**src/rtl/fpu_exp_pkg.sv**
```systemverilog
// Shared definitions for the pipelined FPU exponent unit: op encodings,
// bias helper and the width of the signed intermediate exponent.
package fpu_exp_pkg;

  typedef enum logic [2:0] {
    EXP_OP_ADD  = 3'd0,
    EXP_OP_MUL  = 3'd1,
    EXP_OP_DIV  = 3'd2,
    EXP_OP_PASS = 3'd3,
    EXP_OP_NORM = 3'd4
  } exp_op_e;

  // Two guard bits cover a+b-bias overflow and a-b+bias underflow.
  localparam int EXP_GUARD_BITS = 2;

  function automatic int bias_of(input int exp_w);
    return (1 << (exp_w - 1)) - 1;
  endfunction

  function automatic int iw_of(input int exp_w);
    return exp_w + EXP_GUARD_BITS;
  endfunction

endpackage

```
**src/rtl/fpu_exp_clamp.sv**
```systemverilog
// Second-stage exponent adjust: clamps the signed intermediate exponent
// into the biased field and flags overflow / underflow.
module fpu_exp_clamp
  import fpu_exp_pkg::*;
#(
  parameter int EXP_W = 11,
  parameter int IW    = iw_of(EXP_W)
) (
  input  logic signed [IW-1:0]    u,
  output logic        [EXP_W-1:0] res_exp,
  output logic                    ovf,
  output logic                    unf
);

  localparam logic signed [IW-1:0] E_MAX = IW'((1 << EXP_W) - 1);

  always_comb begin
    ovf     = 1'b0;
    unf     = 1'b0;
    res_exp = u[EXP_W-1:0];
    if (u >= E_MAX) begin
      ovf     = 1'b1;
      res_exp = '1;
    end else if (u[IW-1] || (u == '0)) begin
      unf     = 1'b1;
      res_exp = '0;
    end
  end

endmodule

```
**src/rtl/fpu_exp_pipe.sv**
```systemverilog
// Two-stage exponent pipeline: S1 computes the raw exponent and alignment,
// S2 applies the rounding carry and clamps. Valid/ready with global fpuhold.
module fpu_exp_pipe
  import fpu_exp_pkg::*;
#(
  parameter int EXP_W = 11,
  parameter int BIAS  = bias_of(EXP_W),
  parameter int SA_W  = 6,
  parameter int LZC_W = 6
) (
  input  logic             clk,
  input  logic             reset_l,
  input  logic             fpuhold,
  input  logic             in_valid,
  output logic             in_ready,
  input  logic [2:0]       op,
  input  logic [EXP_W-1:0] aexp,
  input  logic [EXP_W-1:0] bexp,
  input  logic [LZC_W-1:0] lzc,
  input  logic             inc_ovf,
  output logic             out_valid,
  input  logic             out_ready,
  output logic [EXP_W-1:0] res_exp,
  output logic [SA_W-1:0]  sa,
  output logic             sa_sat,
  output logic             swap,
  output logic             expsame,
  output logic             ovf,
  output logic             unf
);

  localparam int IW = iw_of(EXP_W);
  localparam logic signed [IW-1:0] BIAS_S = IW'(BIAS);
  localparam logic signed [IW-1:0] SA_MAX = IW'((1 << SA_W) - 1);

  exp_op_e              op_e;
  logic signed [IW-1:0] a_s, b_s, lzc_s, d, abs_d, t_nx;
  logic [SA_W-1:0]      sa_nx;
  logic                 sa_sat_nx, swap_nx;

  logic                 s1_v, s1_inc, s1_sa_sat, s1_swap, s1_same;
  logic signed [IW-1:0] s1_t, u;
  logic [SA_W-1:0]      s1_sa;

  logic [EXP_W-1:0]     c_res;
  logic                 c_ovf, c_unf, s2_adv;

  assign op_e  = exp_op_e'(op);
  assign a_s   = $signed(IW'(aexp));
  assign b_s   = $signed(IW'(bexp));
  assign lzc_s = $signed(IW'(lzc));

  always_comb begin
    d         = a_s - b_s;
    abs_d     = d[IW-1] ? -d : d;
    t_nx      = a_s;
    sa_nx     = '0;
    sa_sat_nx = 1'b0;
    swap_nx   = 1'b0;
    case (op_e)
      EXP_OP_ADD: begin
        t_nx      = d[IW-1] ? b_s : a_s;
        swap_nx   = d[IW-1];
        sa_sat_nx = (abs_d > SA_MAX);
        sa_nx     = sa_sat_nx ? '1 : abs_d[SA_W-1:0];
      end
      EXP_OP_MUL:  t_nx = a_s + b_s - BIAS_S;
      EXP_OP_DIV:  t_nx = a_s - b_s + BIAS_S;
      EXP_OP_NORM: t_nx = a_s - lzc_s;
      default:     t_nx = a_s;  // PASS and reserved encodings
    endcase
  end

  assign s2_adv   = !out_valid || out_ready;
  assign in_ready = !fpuhold && (!s1_v || s2_adv);
  assign u        = s1_t + $signed(IW'(s1_inc));

  fpu_exp_clamp #(.EXP_W(EXP_W), .IW(IW)) u_clamp (
    .u       (u),
    .res_exp (c_res),
    .ovf     (c_ovf),
    .unf     (c_unf)
  );

  always_ff @(posedge clk or negedge reset_l) begin
    if (!reset_l) begin
      s1_v      <= 1'b0;
      s1_t      <= '0;
      s1_inc    <= 1'b0;
      s1_sa     <= '0;
      s1_sa_sat <= 1'b0;
      s1_swap   <= 1'b0;
      s1_same   <= 1'b0;
      out_valid <= 1'b0;
      res_exp   <= '0;
      sa        <= '0;
      sa_sat    <= 1'b0;
      swap      <= 1'b0;
      expsame   <= 1'b0;
      ovf       <= 1'b0;
      unf       <= 1'b0;
    end else begin
      if (in_ready) begin
        s1_v <= in_valid;
        if (in_valid) begin
          s1_t      <= t_nx;
          s1_inc    <= inc_ovf;
          s1_sa     <= sa_nx;
          s1_sa_sat <= sa_sat_nx;
          s1_swap   <= swap_nx;
          s1_same   <= (aexp == bexp);
        end
      end
      // Output registers only reload when a new result arrives so an idle
      // pipe keeps its last values instead of toggling.
      if (!fpuhold && s2_adv) begin
        out_valid <= s1_v;
        if (s1_v) begin
          res_exp <= c_res;
          sa      <= s1_sa;
          sa_sat  <= s1_sa_sat;
          swap    <= s1_swap;
          expsame <= s1_same;
          ovf     <= c_ovf;
          unf     <= c_unf;
        end
      end
    end
  end

endmodule

```
**config.mk**
```make
export PLATFORM = sky130hd
export DESIGN_NAME = fpu_exp_pipe
export DESIGN_NICKNAME = d
export VERILOG_FILES = /design/src/rtl/fpu_exp_pkg.sv /design/src/rtl/fpu_exp_clamp.sv /design/src/rtl/fpu_exp_pipe.sv
export SDC_FILE = /design/constraint.sdc
export NUM_CORES = 1
export LEC_CHECK = 0
export ABC_AREA = 1
export CAP_MARGIN = 20
export CORE_ASPECT_RATIO = 0.7
export CORE_MARGIN = 2
export CORE_UTILIZATION = 45
export DETAILED_ROUTE_END_ITERATION = 7
export PLACE_DENSITY = 0.75
export SYNTH_ARGS = -nofsm -noshare
export SYNTH_HDL_FRONTEND = slang
export SYNTH_HIERARCHICAL = 1
export SYNTH_SLANG_ARGS = --single-unit
```
**constraint.sdc**
```tcl
create_clock -name clk -period 3.2 [get_ports clk]
set_input_delay 0.64 -clock clk [delete_from_list [all_inputs] [get_ports clk]]
set_output_delay 0.64 -clock clk [all_outputs]
set_load 0.05 [all_outputs]
```
==> PnR_summary.wiki <==
{| class="wikitable"
! Metric !! Value
|-
| Result of the run || completed
|-
| Relative slew slack || 54.3%
|-
| Iter 0 DRT Violations || 512
|-
| GRT Overall Usage || 28.1%
|-
| Post-synth EDFFs || 0
|-
| Global-route wire length before repair || 26000 um
|-
| Number of fillers in the final layout || 977
|-
| Reg-to-Reg Start || s1_t[0]$_DFFE_PN0P_
|-
| Sink count of the clock tree || between 40 and 50
|-
| Power Dens Cells || 467 nW/um^2
|-
| Largest cells by area after synthesis || sky130_fd_sc_hd__dfrtp_1, sky130_fd_sc_hd__nand2_1, sky130_fd_sc_hd__ha_1
|-
| Number of cells produced by synthesis || 747
|-
| Async set or reset register ratio after synthesis || 100%
|-
| Reg clk slew, reported paths || 70 ps
|-
| Initial cell density of the core || 46.3%
|-
| Post-synth top area share || 24.5%
|-
| Time the worst path needs with I/O delays and setup || ~3100 ps
|-
| Post-Syn Area || 4790 sq um
|-
| Detail Route Antenna Nets || 0
|-
| End of the worst register-to-register path || ovf$_DFFE_PN0P_
|-
| Flip-flop cell with the highest count after synthesis || sky130_fd_sc_hd__dfrtp_1
|-
| IO Count || 61
|-
| Remaining global-route overflow || 0
|-
| Number of global-route vias before repair || 5282
|-
| Startpoint of the most critical setup path || bexp[4]
|-
| Vias || between 5000 and 6000
|-
| Routed wire per std cell || 15.6 um
|-
| CTS tree || built
|-
| Number of slew-limit violations in the final report || 0
|-
| Logic depth of the worst register-to-register path || 13
|-
| Clk buf depth || 2
|-
| Core Box Area || 10400 sq um
|-
| Capturing instance or port of the critical path || s1_t[9]$_DFFE_PN0P_
|-
| Sum of buffers and inverters on the critical path || 5
|-
| Number of warning messages in the yosys log || 6
|-
| Ratio of cells with drive above 1 in the final layout || between 15 and 20%
|-
| Pin count of the biggest net entering global routing || 48
|-
| Post-synth top area cell || sky130_fd_sc_hd__dfrtp_1
|-
| # port buffers || 60
|-
| CTS hold repair buffers || 0
|-
| Horizontal die dimension || 127 um
|-
| Worst-path cell with the longest stage delay || sky130_fd_sc_hd__clkdlybuf4s50_1
|-
| Dpl ws || -311 ps
|-
| Number of nets in the synthesized netlist || 828
|-
| Max-cap violation count || 0
|-
| Avg Inst Size Synth || 6.42 sq um
|-
| Antenna cell count || 0
|-
| Maximum operating frequency || 328 MHz
|-
| Period utilization || between 90% and 100%
|-
| Chain of cells forming the critical path || clkdlybuf4s50_1, inv_1, ha_2, inv_1, ha_1, a21oi_1, nand2_2, buf_4, a21o_1, buf_4, o21ai_0, nand4_1, o21ai_1, nand2_1
|-
| Max H-tree Level || 2
|-
| CTS buffer count || 5
|-
| Critical Path Start Type || input pin
|-
| Die Y-Extent || roughly 90 um
|-
| Count of unresolved DRC violations after routing || 0
|-
| Layout overhead on the synthesized area || 33.7%
|-
| Post-route clock skew || about 4.7 ps
|-
| Count of final hold-check violations || 0
|-
| Slowest cell delay on critical path || around 480 ps
|-
| Die area || 11500 sq um
|-
| Number of cells on the critical path || 14
|-
| Worst Path Class, Setup || input pin to flip-flop
|-
| CP Data Arrival Time || 3230 ps
|-
| Register area share after synthesis || 24.5%
|-
| Unrepaired setup endpoints after global routing || false
|-
| Sum of routed wire length over all layers || ~16000 um
|-
| Lkg Pwr || 3.44 nW
|-
| Iteration count of the initial detailed-routing pass || 5
|-
| Synth Register Bits || between 40 and 50
|-
| Routed vias/inst || 5.33
|-
| Post-detail-place hpwl || 13100 um
|-
| Required @ worst endpoint || 3380 ps
|-
| R2R setup slack || about 690 ps
|-
| Summed negative setup slack over all endpoints || 0 ps
|-
| Worst IR drop on VDD || between 0.2 and 0.3 mV
|-
| Top Family by Delay on Critical Path || buffers and inverters
|-
| Highest net fanout along the worst path || 5
|-
| Final setup violation count || 0
|-
| Root Buffer Master || sky130_fd_sc_hd__clkbuf_16
|-
| Least setup slack across all paths after layout || 147 ps
|-
| Endpoint kind of the worst setup timing path || flip-flop
|-
| Actual slew at the worst max-slew pin || approximately 680 ps
|-
| Antenna violations before repair || 0
|-
| Num rows || 31
|-
| Worst hold path type || input pin to async pin
|-
| Clk Latency, worst-skew pair || around 300 ps
|-
| Number of nets in the layout || 965
|-
| Final weighted congestion of routability-driven global placement || 0.908
|-
| Library cells used by synthesis || 43
|}
==> per-stage QoR <==
stage          total power [W]  utilization [%]  hold slack, ps  cell area [sq um]  cells
6_report               0.00299             61.9             194               6410   1017
4_1_cts                0.00295             60.5             475               6260   1013
5_1_grt                0.00318             61.9             204               6410   1017
3_3_place_gp           0.00228             58.8             454               6090   1005
2_1_floorplan          0.00175                -             344               4790    747
3_5_place_dp           0.00232             58.8             459               6090   1005
==> synthesized netlist by cell type, drive strengths merged, types with 4 or more instances <==
| master | number |
|---|---|
| or2 | 4 |
| o211ai | 7 |
| nor2 | 53 |
| nand4 | 15 |
| o21ai | 53 |
| inv | 107 |
| nand2 | 256 |
| buf | 6 |
| nor3 | 7 |
| nand3 | 61 |
| xor2 | 12 |
| clkbuf | 10 |
| a21oi | 45 |
| ha | 41 |
| dfrtp | 47 |
==> cell type report <==
type / count / area (sq um) / area share (%)
clock inverter: 3 / 47.5 / 0.742
timing repair buffer: 146 / 1260 / 19.7
clock buffer: 5 / 125 / 1.95
tap: 132 / 165 / 2.58
multi-input combinational: 577 / 3230 / 50.4
sequential: 47 / 1180 / 18.4
inverter: 107 / 402 / 6.27
==> how the worst min path moves through the flow <==
stage / to / slack, ps / startpoint / cells past startpoint
floorplan: expsame$_DFFE_PN0P_ / 340 / reset_l / 0
global placement: res_exp[7]$_DFFE_PN0P_ / 450 / res_exp[7]$_DFFE_PN0P_ / 2
detailed placement: res_exp[4]$_DFFE_PN0P_ / 460 / res_exp[4]$_DFFE_PN0P_ / 2
CTS: res_exp[8]$_DFFE_PN0P_ / 470 / res_exp[8]$_DFFE_PN0P_ / 2
global route: s1_t[2]$_DFFE_PN0P_ / 200 / reset_l / 1
finish: s1_t[2]$_DFFE_PN0P_ / 190 / reset_l / 1
==> flip-flops by register name, indices dropped and copies added (netlist names), 6 cells and up <==
register  cells
res_exp      11
s1_sa         6
sa            6
s1_t         13
==> where the power goes <==
group / total (W) / switching [W] / internal [W]
Sequential: 0.000808 / 0.0000844 / 0.000723
Combinational: 0.00156 / 0.000980 / 0.000582
Clock: 0.000622 / 0.000249 / 0.000373
==> worst reg2reg max path, cell delays in order (launching register included) <==
cell and delay, ps:
sky130_fd_sc_hd__dfrtp_1 360, sky130_fd_sc_hd__ha_1 170, sky130_fd_sc_hd__ha_1 190, sky130_fd_sc_hd__nand3_1 140, sky130_fd_sc_hd__nor2_1 190, sky130_fd_sc_hd__nand3_1 140
sky130_fd_sc_hd__nor2_1 180, sky130_fd_sc_hd__nand3_1 110, sky130_fd_sc_hd__xor2_1 150, sky130_fd_sc_hd__inv_1 300, sky130_fd_sc_hd__nand2_2 230, sky130_fd_sc_hd__inv_1 140
sky130_fd_sc_hd__nand2_1 70, sky130_fd_sc_hd__nand2_1 70
==> layer usage <==
layer  GRT usage [%]  up-vias  routed length (um)
met1            42.4     2528                7820
met4            4.49        0                 138
li1                -     2682                   -
met2            42.9      188                6830
met5               0        -                   0
met3            4.56       20                1120
==> kinds of logic after synthesis <==
kind of cell | Yosys count | share of synthesized area [%]
buffers and inverters | 123 | 10.1
AOI/OAI and AO/OA | 120 | 14.0
adders and majority gates | 44 | 12.0
DFF | 47 | 24.5
and+or+nand+nor | 398 | 36.6
xor gates and xnor gates | 15 | 2.74
==> placed cells by master (no fill, tap or decap), types with 7 or more instances in the layout <==
| cell type | synthesis | layout |
|---|---|---|
| sky130_fd_sc_hd__nand3_2 | 10 | 12 |
| sky130_fd_sc_hd__nand2_2 | 9 | 15 |
| sky130_fd_sc_hd__xor2_1 | 12 | 12 |
| sky130_fd_sc_hd__inv_1 | 101 | 97 |
| sky130_fd_sc_hd__buf_4 | 1 | 85 |
| sky130_fd_sc_hd__nand4_1 | 15 | 15 |
| sky130_fd_sc_hd__ha_1 | 41 | 35 |
| sky130_fd_sc_hd__o211ai_1 | 7 | 7 |
| sky130_fd_sc_hd__clkdlybuf4s50_1 | 0 | 55 |
| sky130_fd_sc_hd__o21ai_0 | 49 | 46 |
| sky130_fd_sc_hd__dfrtp_1 | 47 | 47 |
| sky130_fd_sc_hd__a21oi_1 | 43 | 38 |
| sky130_fd_sc_hd__nand3_1 | 50 | 48 |
| sky130_fd_sc_hd__inv_2 | 6 | 10 |
| sky130_fd_sc_hd__nand2_1 | 245 | 239 |
| sky130_fd_sc_hd__nor2_1 | 48 | 46 |
==> timing repair <==
item / 4_1_cts / 5_1_grt
buffers inserted: 0 / 3
endpoints found under the setup margin: 1 / 16
resized for setup: 1 / 35
pin swaps: 0 / 12
Note: power is estimated with default switching activity, not from simulation.
